`src/rtl/vga_timing_gen_if.sv`:
```
// Video bus between the raster timing generator and the buffers it addresses.
// The generator is master: it drives addresses, timing and RGB, and samples pixel data.
interface vga_timing_gen_if #(
    parameter int CW    = 10,
    parameter int CBITS = 4
);
    logic [3*CBITS-1:0] vga_data;
    logic [CW-1:0]      h_addr;
    logic [CW-1:0]      v_addr;
    logic [7:0]         char_col;
    logic [3:0]         char_xoff;
    logic [7:0]         char_row;
    logic [4:0]         char_yoff;
    logic               frame_start;
    logic               line_end;
    logic               hsync;
    logic               vsync;
    logic               valid;
    logic [7:0]         vga_r;
    logic [7:0]         vga_g;
    logic [7:0]         vga_b;

    modport master (
        input  vga_data,
        output h_addr, v_addr,
        output char_col, char_xoff, char_row, char_yoff,
        output frame_start, line_end,
        output hsync, vsync, valid,
        output vga_r, vga_g, vga_b
    );

    modport slave (
        output vga_data,
        input  h_addr, v_addr,
        input  char_col, char_xoff, char_row, char_yoff,
        input  frame_start, line_end,
        input  hsync, vsync, valid,
        input  vga_r, vga_g, vga_b
    );
endinterface

```
`src/rtl/vga_timing_gen.sv`:
```
// Parametrised VGA raster timing generator with character-cell counters
// and a sync/valid/RGB delay line matching the video-memory read latency.
module vga_timing_gen #(
    parameter int H_ACTIVE = 640,
    parameter int H_FP     = 16,
    parameter int H_SYNC   = 96,
    parameter int H_BP     = 48,
    parameter int V_ACTIVE = 480,
    parameter int V_FP     = 10,
    parameter int V_SYNC   = 2,
    parameter int V_BP     = 33,
    parameter bit HS_POL   = 1'b0,
    parameter bit VS_POL   = 1'b0,
    parameter int CHAR_W   = 9,
    parameter int CHAR_H   = 16,
    parameter int CBITS    = 4,
    parameter int PIPE_DLY = 1,
    parameter int CW       = 10
) (
    input logic              pclk,
    input logic              reset,
    vga_timing_gen_if.master bus
);
    localparam int H_TOTAL = H_ACTIVE + H_FP + H_SYNC + H_BP;
    localparam int V_TOTAL = V_ACTIVE + V_FP + V_SYNC + V_BP;

    localparam logic [CW-1:0] H_LAST   = CW'(H_TOTAL - 1);
    localparam logic [CW-1:0] V_LAST   = CW'(V_TOTAL - 1);
    localparam logic [CW-1:0] H_ACT    = CW'(H_ACTIVE);
    localparam logic [CW-1:0] V_ACT    = CW'(V_ACTIVE);
    localparam logic [CW-1:0] H_ACT_M1 = CW'(H_ACTIVE - 1);
    localparam logic [CW-1:0] HS_BEG   = CW'(H_ACTIVE + H_FP);
    localparam logic [CW-1:0] HS_END   = CW'(H_ACTIVE + H_FP + H_SYNC);
    localparam logic [CW-1:0] VS_BEG   = CW'(V_ACTIVE + V_FP);
    localparam logic [CW-1:0] VS_END   = CW'(V_ACTIVE + V_FP + V_SYNC);
    localparam logic [3:0]    X_LAST   = 4'(CHAR_W - 1);
    localparam logic [4:0]    Y_LAST   = 5'(CHAR_H - 1);
    localparam logic [2:0]    IDLE     = {~HS_POL, ~VS_POL, 1'b0};

    logic [CW-1:0] h_cnt;
    logic [CW-1:0] v_cnt;
    logic [3:0]    xoff;
    logic [7:0]    col;
    logic [4:0]    yoff;
    logic [7:0]    row;

    logic h_wrap;
    logic v_wrap;
    logic v_vis;
    logic act;
    logic hs_raw;
    logic vs_raw;

    assign h_wrap = (h_cnt == H_LAST);
    assign v_wrap = (v_cnt == V_LAST);
    assign v_vis  = (v_cnt < V_ACT);
    assign act    = (h_cnt < H_ACT) && v_vis;
    assign hs_raw = (h_cnt >= HS_BEG && h_cnt < HS_END) ? HS_POL : ~HS_POL;
    assign vs_raw = (v_cnt >= VS_BEG && v_cnt < VS_END) ? VS_POL : ~VS_POL;

    always_ff @(posedge pclk) begin
        if (!reset) begin
            h_cnt <= '0;
            v_cnt <= '0;
        end else begin
            h_cnt <= h_wrap ? '0 : h_cnt + 1'b1;
            if (h_wrap) begin
                v_cnt <= v_wrap ? '0 : v_cnt + 1'b1;
            end
        end
    end

    // Clearing from the last active pixel on keeps the cell counters
    // at 0 through blanking and for the first pixel of the next line.
    always_ff @(posedge pclk) begin
        if (!reset) begin
            xoff <= '0;
            col  <= '0;
        end else if (h_cnt >= H_ACT_M1) begin
            xoff <= '0;
            col  <= '0;
        end else if (xoff == X_LAST) begin
            xoff <= '0;
            col  <= col + 1'b1;
        end else begin
            xoff <= xoff + 1'b1;
        end
    end

    always_ff @(posedge pclk) begin
        if (!reset) begin
            yoff <= '0;
            row  <= '0;
        end else if (h_wrap && v_wrap) begin
            yoff <= '0;
            row  <= '0;
        end else if (h_wrap && v_vis) begin
            if (yoff == Y_LAST) begin
                yoff <= '0;
                row  <= row + 1'b1;
            end else begin
                yoff <= yoff + 1'b1;
            end
        end
    end

    function automatic logic [7:0] expand(input logic [CBITS-1:0] c);
        logic [7:0] e;
        e = '0;
        for (int i = 0; i < 8; i++) begin
            e[7-i] = c[CBITS-1-(i%CBITS)];
        end
        return e;
    endfunction

    logic [2:0]  raw;
    logic [2:0]  dly;
    logic [23:0] rgb_px;
    logic [23:0] rgb;

    assign raw    = {hs_raw, vs_raw, act};
    assign rgb_px = {expand(bus.vga_data[3*CBITS-1:2*CBITS]),
                     expand(bus.vga_data[2*CBITS-1:CBITS]),
                     expand(bus.vga_data[CBITS-1:0])};

    generate
        if (PIPE_DLY == 0) begin : g_direct
            assign dly = raw;
            assign rgb = act ? rgb_px : '0;
        end else begin : g_pipe
            logic [PIPE_DLY-1:0][2:0] sr;
            logic [PIPE_DLY:0][2:0]   chain;
            logic [23:0]              rgb_q;

            assign chain = {sr, raw};

            // RGB loads alongside the last stage, gated by the valid bit entering it.
            always_ff @(posedge pclk) begin
                if (!reset) begin
                    sr    <= {PIPE_DLY{IDLE}};
                    rgb_q <= '0;
                end else begin
                    sr    <= chain[PIPE_DLY-1:0];
                    rgb_q <= chain[PIPE_DLY-1][0] ? rgb_px : '0;
                end
            end

            assign dly = chain[PIPE_DLY];
            assign rgb = rgb_q;
        end
    endgenerate

    assign bus.h_addr      = act ? h_cnt : '0;
    assign bus.v_addr      = act ? v_cnt : '0;
    assign bus.char_col    = col;
    assign bus.char_xoff   = xoff;
    assign bus.char_row    = row;
    assign bus.char_yoff   = yoff;
    assign bus.frame_start = (h_cnt == '0) && (v_cnt == '0);
    assign bus.line_end    = h_wrap;
    assign bus.hsync       = dly[2];
    assign bus.vsync       = dly[1];
    assign bus.valid       = dly[0];
    assign bus.vga_r       = rgb[23:16];
    assign bus.vga_g       = rgb[15:8];
    assign bus.vga_b       = rgb[7:0];
endmodule
```
`src/flat_wrapper.sv`:
```
// flat-port wrapper written by rule: the top's interface ports become plain ports
module vga_timing_gen_flat 
#(
    parameter int H_ACTIVE = 640,
    parameter int H_FP     = 16,
    parameter int H_SYNC   = 96,
    parameter int H_BP     = 48,
    parameter int V_ACTIVE = 480,
    parameter int V_FP     = 10,
    parameter int V_SYNC   = 2,
    parameter int V_BP     = 33,
    parameter bit HS_POL   = 1'b0,
    parameter bit VS_POL   = 1'b0,
    parameter int CHAR_W   = 9,
    parameter int CHAR_H   = 16,
    parameter int CBITS    = 4,
    parameter int PIPE_DLY = 1,
    parameter int CW       = 10
)
  (pclk, reset, bus_vga_data, bus_h_addr, bus_v_addr, bus_char_col, bus_char_xoff, bus_char_row, bus_char_yoff, bus_frame_start, bus_line_end, bus_hsync, bus_vsync, bus_valid, bus_vga_r, bus_vga_g, bus_vga_b);
  vga_timing_gen_if #(.CW(CW), .CBITS(CBITS)) bus_i ();
  input logic pclk;
  input logic reset;
  input wire logic [$bits(bus_i.vga_data)-1:0] bus_vga_data;
  output wire logic [$bits(bus_i.h_addr)-1:0] bus_h_addr;
  output wire logic [$bits(bus_i.v_addr)-1:0] bus_v_addr;
  output wire logic [$bits(bus_i.char_col)-1:0] bus_char_col;
  output wire logic [$bits(bus_i.char_xoff)-1:0] bus_char_xoff;
  output wire logic [$bits(bus_i.char_row)-1:0] bus_char_row;
  output wire logic [$bits(bus_i.char_yoff)-1:0] bus_char_yoff;
  output wire logic [$bits(bus_i.frame_start)-1:0] bus_frame_start;
  output wire logic [$bits(bus_i.line_end)-1:0] bus_line_end;
  output wire logic [$bits(bus_i.hsync)-1:0] bus_hsync;
  output wire logic [$bits(bus_i.vsync)-1:0] bus_vsync;
  output wire logic [$bits(bus_i.valid)-1:0] bus_valid;
  output wire logic [$bits(bus_i.vga_r)-1:0] bus_vga_r;
  output wire logic [$bits(bus_i.vga_g)-1:0] bus_vga_g;
  output wire logic [$bits(bus_i.vga_b)-1:0] bus_vga_b;
  assign bus_i.vga_data = bus_vga_data;
  assign bus_h_addr = bus_i.h_addr;
  assign bus_v_addr = bus_i.v_addr;
  assign bus_char_col = bus_i.char_col;
  assign bus_char_xoff = bus_i.char_xoff;
  assign bus_char_row = bus_i.char_row;
  assign bus_char_yoff = bus_i.char_yoff;
  assign bus_frame_start = bus_i.frame_start;
  assign bus_line_end = bus_i.line_end;
  assign bus_hsync = bus_i.hsync;
  assign bus_vsync = bus_i.vsync;
  assign bus_valid = bus_i.valid;
  assign bus_vga_r = bus_i.vga_r;
  assign bus_vga_g = bus_i.vga_g;
  assign bus_vga_b = bus_i.vga_b;
  vga_timing_gen #(.H_ACTIVE(H_ACTIVE), .H_FP(H_FP), .H_SYNC(H_SYNC), .H_BP(H_BP), .V_ACTIVE(V_ACTIVE), .V_FP(V_FP), .V_SYNC(V_SYNC), .V_BP(V_BP), .HS_POL(HS_POL), .VS_POL(VS_POL), .CHAR_W(CHAR_W), .CHAR_H(CHAR_H), .CBITS(CBITS), .PIPE_DLY(PIPE_DLY), .CW(CW)) u_core (.pclk(pclk), .reset(reset), .bus(bus_i));
endmodule
```
`config.mk`:
```
export PLATFORM = sky130hd
export DESIGN_NAME = vga_timing_gen_flat
export DESIGN_NICKNAME = d
export VERILOG_FILES = /design/src/rtl/vga_timing_gen_if.sv /design/src/rtl/vga_timing_gen.sv /design/src/flat_wrapper.sv
export SDC_FILE = /design/constraint.sdc
export NUM_CORES = 1
export LEC_CHECK = 0
export CAP_MARGIN = 20
export CORE_MARGIN = 2
export CORE_UTILIZATION = 42
export CTS_BUF_LIST = sky130_fd_sc_hd__clkbuf_4 sky130_fd_sc_hd__clkbuf_8
export DETAILED_ROUTE_END_ITERATION = 8
export PLACE_DENSITY = 0.76
export SYNTH_ARGS = -nofsm -noshare
export SYNTH_HDL_FRONTEND = slang
export SYNTH_SLANG_ARGS = --single-unit
```
`constraint.sdc`:
```
create_clock -name pclk -period 5.07 [get_ports pclk]
set_input_delay 1.2675 -clock pclk [delete_from_list [all_inputs] [get_ports pclk]]
set_output_delay 1.2675 -clock pclk [all_outputs]
set_load 0.02 [all_outputs]
```
==> out/qor.yml <==
detailroute.via_count: 2505
die-width_um: 86.4
final_hold_violating_endpoints: 0
cts_buffer_depth: 2
met3RoutedLength_um: 300
tns_ns: 0
remaining_drc_errors: 0
worst_hold_path_type: "flip-flop to flip-flop"
cts_inserted_buffers: 9
clock_root_buffer: "sky130_fd_sc_hd__clkbuf_8"
synth-main-ff-cell: "sky130_fd_sc_hd__dfxtp_1"
gpl.final_weighted_congestion: 0.829
synth_cell_type_count: 46
finalMaxSlewViolations: 0
route.layer.met1.wl_mm: 3.10
static-leakage-power_nw: 1.46
report.power.total_mw: 1.12
post_route_cells_drive_above_1_share: 0.0750
hold_buffers: 0
timing.clock.skew_ns: 0.00987
min_period_ns: 3.90
tritoncts: "done"
mappedNetlistArea_sq_um: 2850
fin_nets: 418
max_freq_mhz: 256
met2WireLength_mm: 3.33
post_route_wl_mm: 6.82
post_dp_hpwl_mm: 4.94
synth.ff_latch_count: 60
signal_arrival_time_at_the_worst_endpoint_ns: 2.63
outcome: "completed"
crit_path_required_time_ns: 3.80
boundaryPins: 88
seq_area_frac_synth: 0.421
multiInputGateArea_sq_um: 1440
synth_warnings: 0
die_area_sq_um: 7460
worst_vdd_drop_mv: 0.168
crit_path_max_fanout: 19
average_vias_per_placed_instance: 5.22
cap_violations: 0
route.antenna.remaining_nets: 0
ctsHtreeMaxLevel: 3
post_cts_resize_count: 0
via_count_of_the_first_global_routing_pass: 2419
diodes: 0
port_buffers: 86
setup_viol: 0
initial_util: 0.427
post-route-util: 0.588
crit_path_end_kind: "primary output"
rows: 30
edff_count_synth: 0
cts_post_setup_buffers_inserted: 0
power_density_nw_per_um2: 284
async_reset_ff_frac: 0
drt_iter0_markers: 95
wl_per_cell_um: 14.2
route.top_layer_used: "met4"
core-area_sq_um: 6680
fillCellCount: 582
grt_antenna_before_repair: 0
min_period_over_period: 0.769
grt-ovfl-total: 0
largest_net_degree_at_the_start_of_global_routing: 27
syn_inst: 320
post_synth.cell_area_avg_sq_um: 8.91
synth_nets: 343
dpl_worst_slack_ns: 1.57
flow.area_growth_from_synthesis_pct: 37.8
fin_worst_setup_slack_ns: 1.17
path_class: "flip-flop to primary output"
die_y_um: 86.4
seq_area_sq_um: 1200
track_usage: 0.193
crit_path_start_kind: "flip-flop"
cts.clk_slew.worst_paths_ns: 0.07
number_of_detailed_routing_iterations_run_before_antenna_repair: 4
grt_setup_unrepaired: "false"
grt_pass1_wl_mm: 11.4
cts_sinks: 60
worst_skew_pair.late_latency_ns: 0.34
-- layout make-up --
cell class              count  share of cell area
inverters                  13              0.0124
well taps                  80              0.0255
clock inverters             4              0.0242
clock buffers              12              0.0404
flip-flops and latches     60               0.306
repair buffers             90               0.227
multi-input cells         221               0.365
-- per-stage QoR --
step | instance area (sq um) | std cells | hold slack (ns)
2_1_floorplan | 2850 | 320 | 0.431
3_3_place_gp | 3680 | 464 | 0.456
3_5_place_dp | 3680 | 464 | 0.460
4_1_cts | 3930 | 480 | 0.472
5_1_grt | 3930 | 480 | 0.511
6_report | 3930 | 480 | 0.474
-- cell usage after synthesis (4+ instances only) --
cell type                  count  area [sq um]
sky130_fd_sc_hd__o31ai_1       7          52.6
sky130_fd_sc_hd__nand4_1      10          62.6
sky130_fd_sc_hd__buf_4        14           105
sky130_fd_sc_hd__nand4b_1      5          43.8
sky130_fd_sc_hd__or4_1         7          52.6
sky130_fd_sc_hd__and3_1       17           106
sky130_fd_sc_hd__dfxtp_1      60          1200
sky130_fd_sc_hd__clkbuf_1      9          33.8
sky130_fd_sc_hd__nand2_1      18          67.6
sky130_fd_sc_hd__ha_1          9           113
sky130_fd_sc_hd__and2_1       20           125
sky130_fd_sc_hd__xnor2_1       7          61.3
sky130_fd_sc_hd__xor2_1       12           105
sky130_fd_sc_hd__nand3_1      14          70.1
sky130_fd_sc_hd__o21ai_0      12          60.1
sky130_fd_sc_hd__nor4_1        4          25.0
sky130_fd_sc_hd__inv_1        12          45.0
sky130_fd_sc_hd__a21oi_1      20           100
sky130_fd_sc_hd__nor2_1       19          71.3
sky130_fd_sc_hd__nor3_1        6          30.0
sky130_fd_sc_hd__or3_1         8          50.1
-- logic make-up (layout without fill, tap and decap cells) --
group | after synthesis | after routing | synth area share
fa+ha+maj | 9 | 9 | 0.0395
flops | 60 | 60 | 0.421
xor+xnor | 19 | 19 | 0.0584
simple gates | 146 | 146 | 0.307
mux | 1 | 1 | 0.00351
buf+inv | 39 | 119 | 0.0755
other cells | 1 | 1 | 0.00132
compound gates | 45 | 45 | 0.0939
-- sequential cells by signal, summed over array words and instances (netlist names) --
| name | flops |
|---|---|
| u_core.g_pipe.rgb_q | 12 |
| u_core.h_cnt | 10 |
| u_core.v_cnt | 10 |
| u_core.bus.char_col | 8 |
| u_core.bus.char_row | 8 |
| u_core.bus.char_yoff | 5 |
| u_core.bus.char_xoff | 4 |
| u_core.dly | 3 |
-- power breakdown --
part	internal (mW)	switching, mW	total [mW]	leakage, nW
clock	0.358	0.182	0.540	0.130
sequential	0.481	0.00772	0.489	0.488
combinational	0.0460	0.0420	0.0880	0.846
total	0.885	0.232	1.12	1.46
-- final timing paths --
check / from / to / slack (ns) / cells past startpoint
max reg2reg: u_core.h_cnt[0] / u_core.v_cnt[9] / 2.88 / 6
min: u_core.bus.char_yoff[4] / u_core.bus.char_yoff[4] / 0.47 / 2
min reg2reg: u_core.bus.char_yoff[4] / u_core.bus.char_yoff[4] / 0.47 / 2
max: u_core.h_cnt[0] / bus_line_end / 1.17 / 5
-- per-layer routing --
layer  GRT usage  up-vias
li1            -     1262
met1       0.247     1166
met2       0.314       69
met3      0.0419        8
met4      0.0810        0
met5           0        -
-- worst max-delay path, stage by stage (launching register included) --
cell,delay [ns]
sky130_fd_sc_hd__dfxtp_1,0.41
sky130_fd_sc_hd__ha_1,0.22
sky130_fd_sc_hd__and3_1,0.36
sky130_fd_sc_hd__nand3_2,0.36
sky130_fd_sc_hd__clkinv_1,0.29
sky130_fd_sc_hd__clkdlybuf4s50_1,0.65
-- cells in the final DEF (no fill, tap or decap), drive strengths merged, types with 2 or more instances in the layout --
cell           synthesis  routed
nor3b                  3       3
xnor2                  7       7
a21oi                 20      20
o21ai                 12      12
a211oi                 2       2
clkbuf                 9      12
nand2                 18      18
or3                   10      10
and3b                  2       2
nand4b                 5       5
nand2b                 2       2
nor3                   6       6
ha                     9       9
nand4                 11      11
dfxtp                 60      60
bufinv                 0       3
buf                   17       4
clkinv                 1       2
nand3                 15      15
o31ai                  7       7
or4                    7       7
nor4                   4       4
xor2                  12      12
nor2                  19      19
clkdlybuf4s50          0      86
and3                  18      18
and2                  21      21
inv                   12      12
Power figures use the tool's default switching activity.
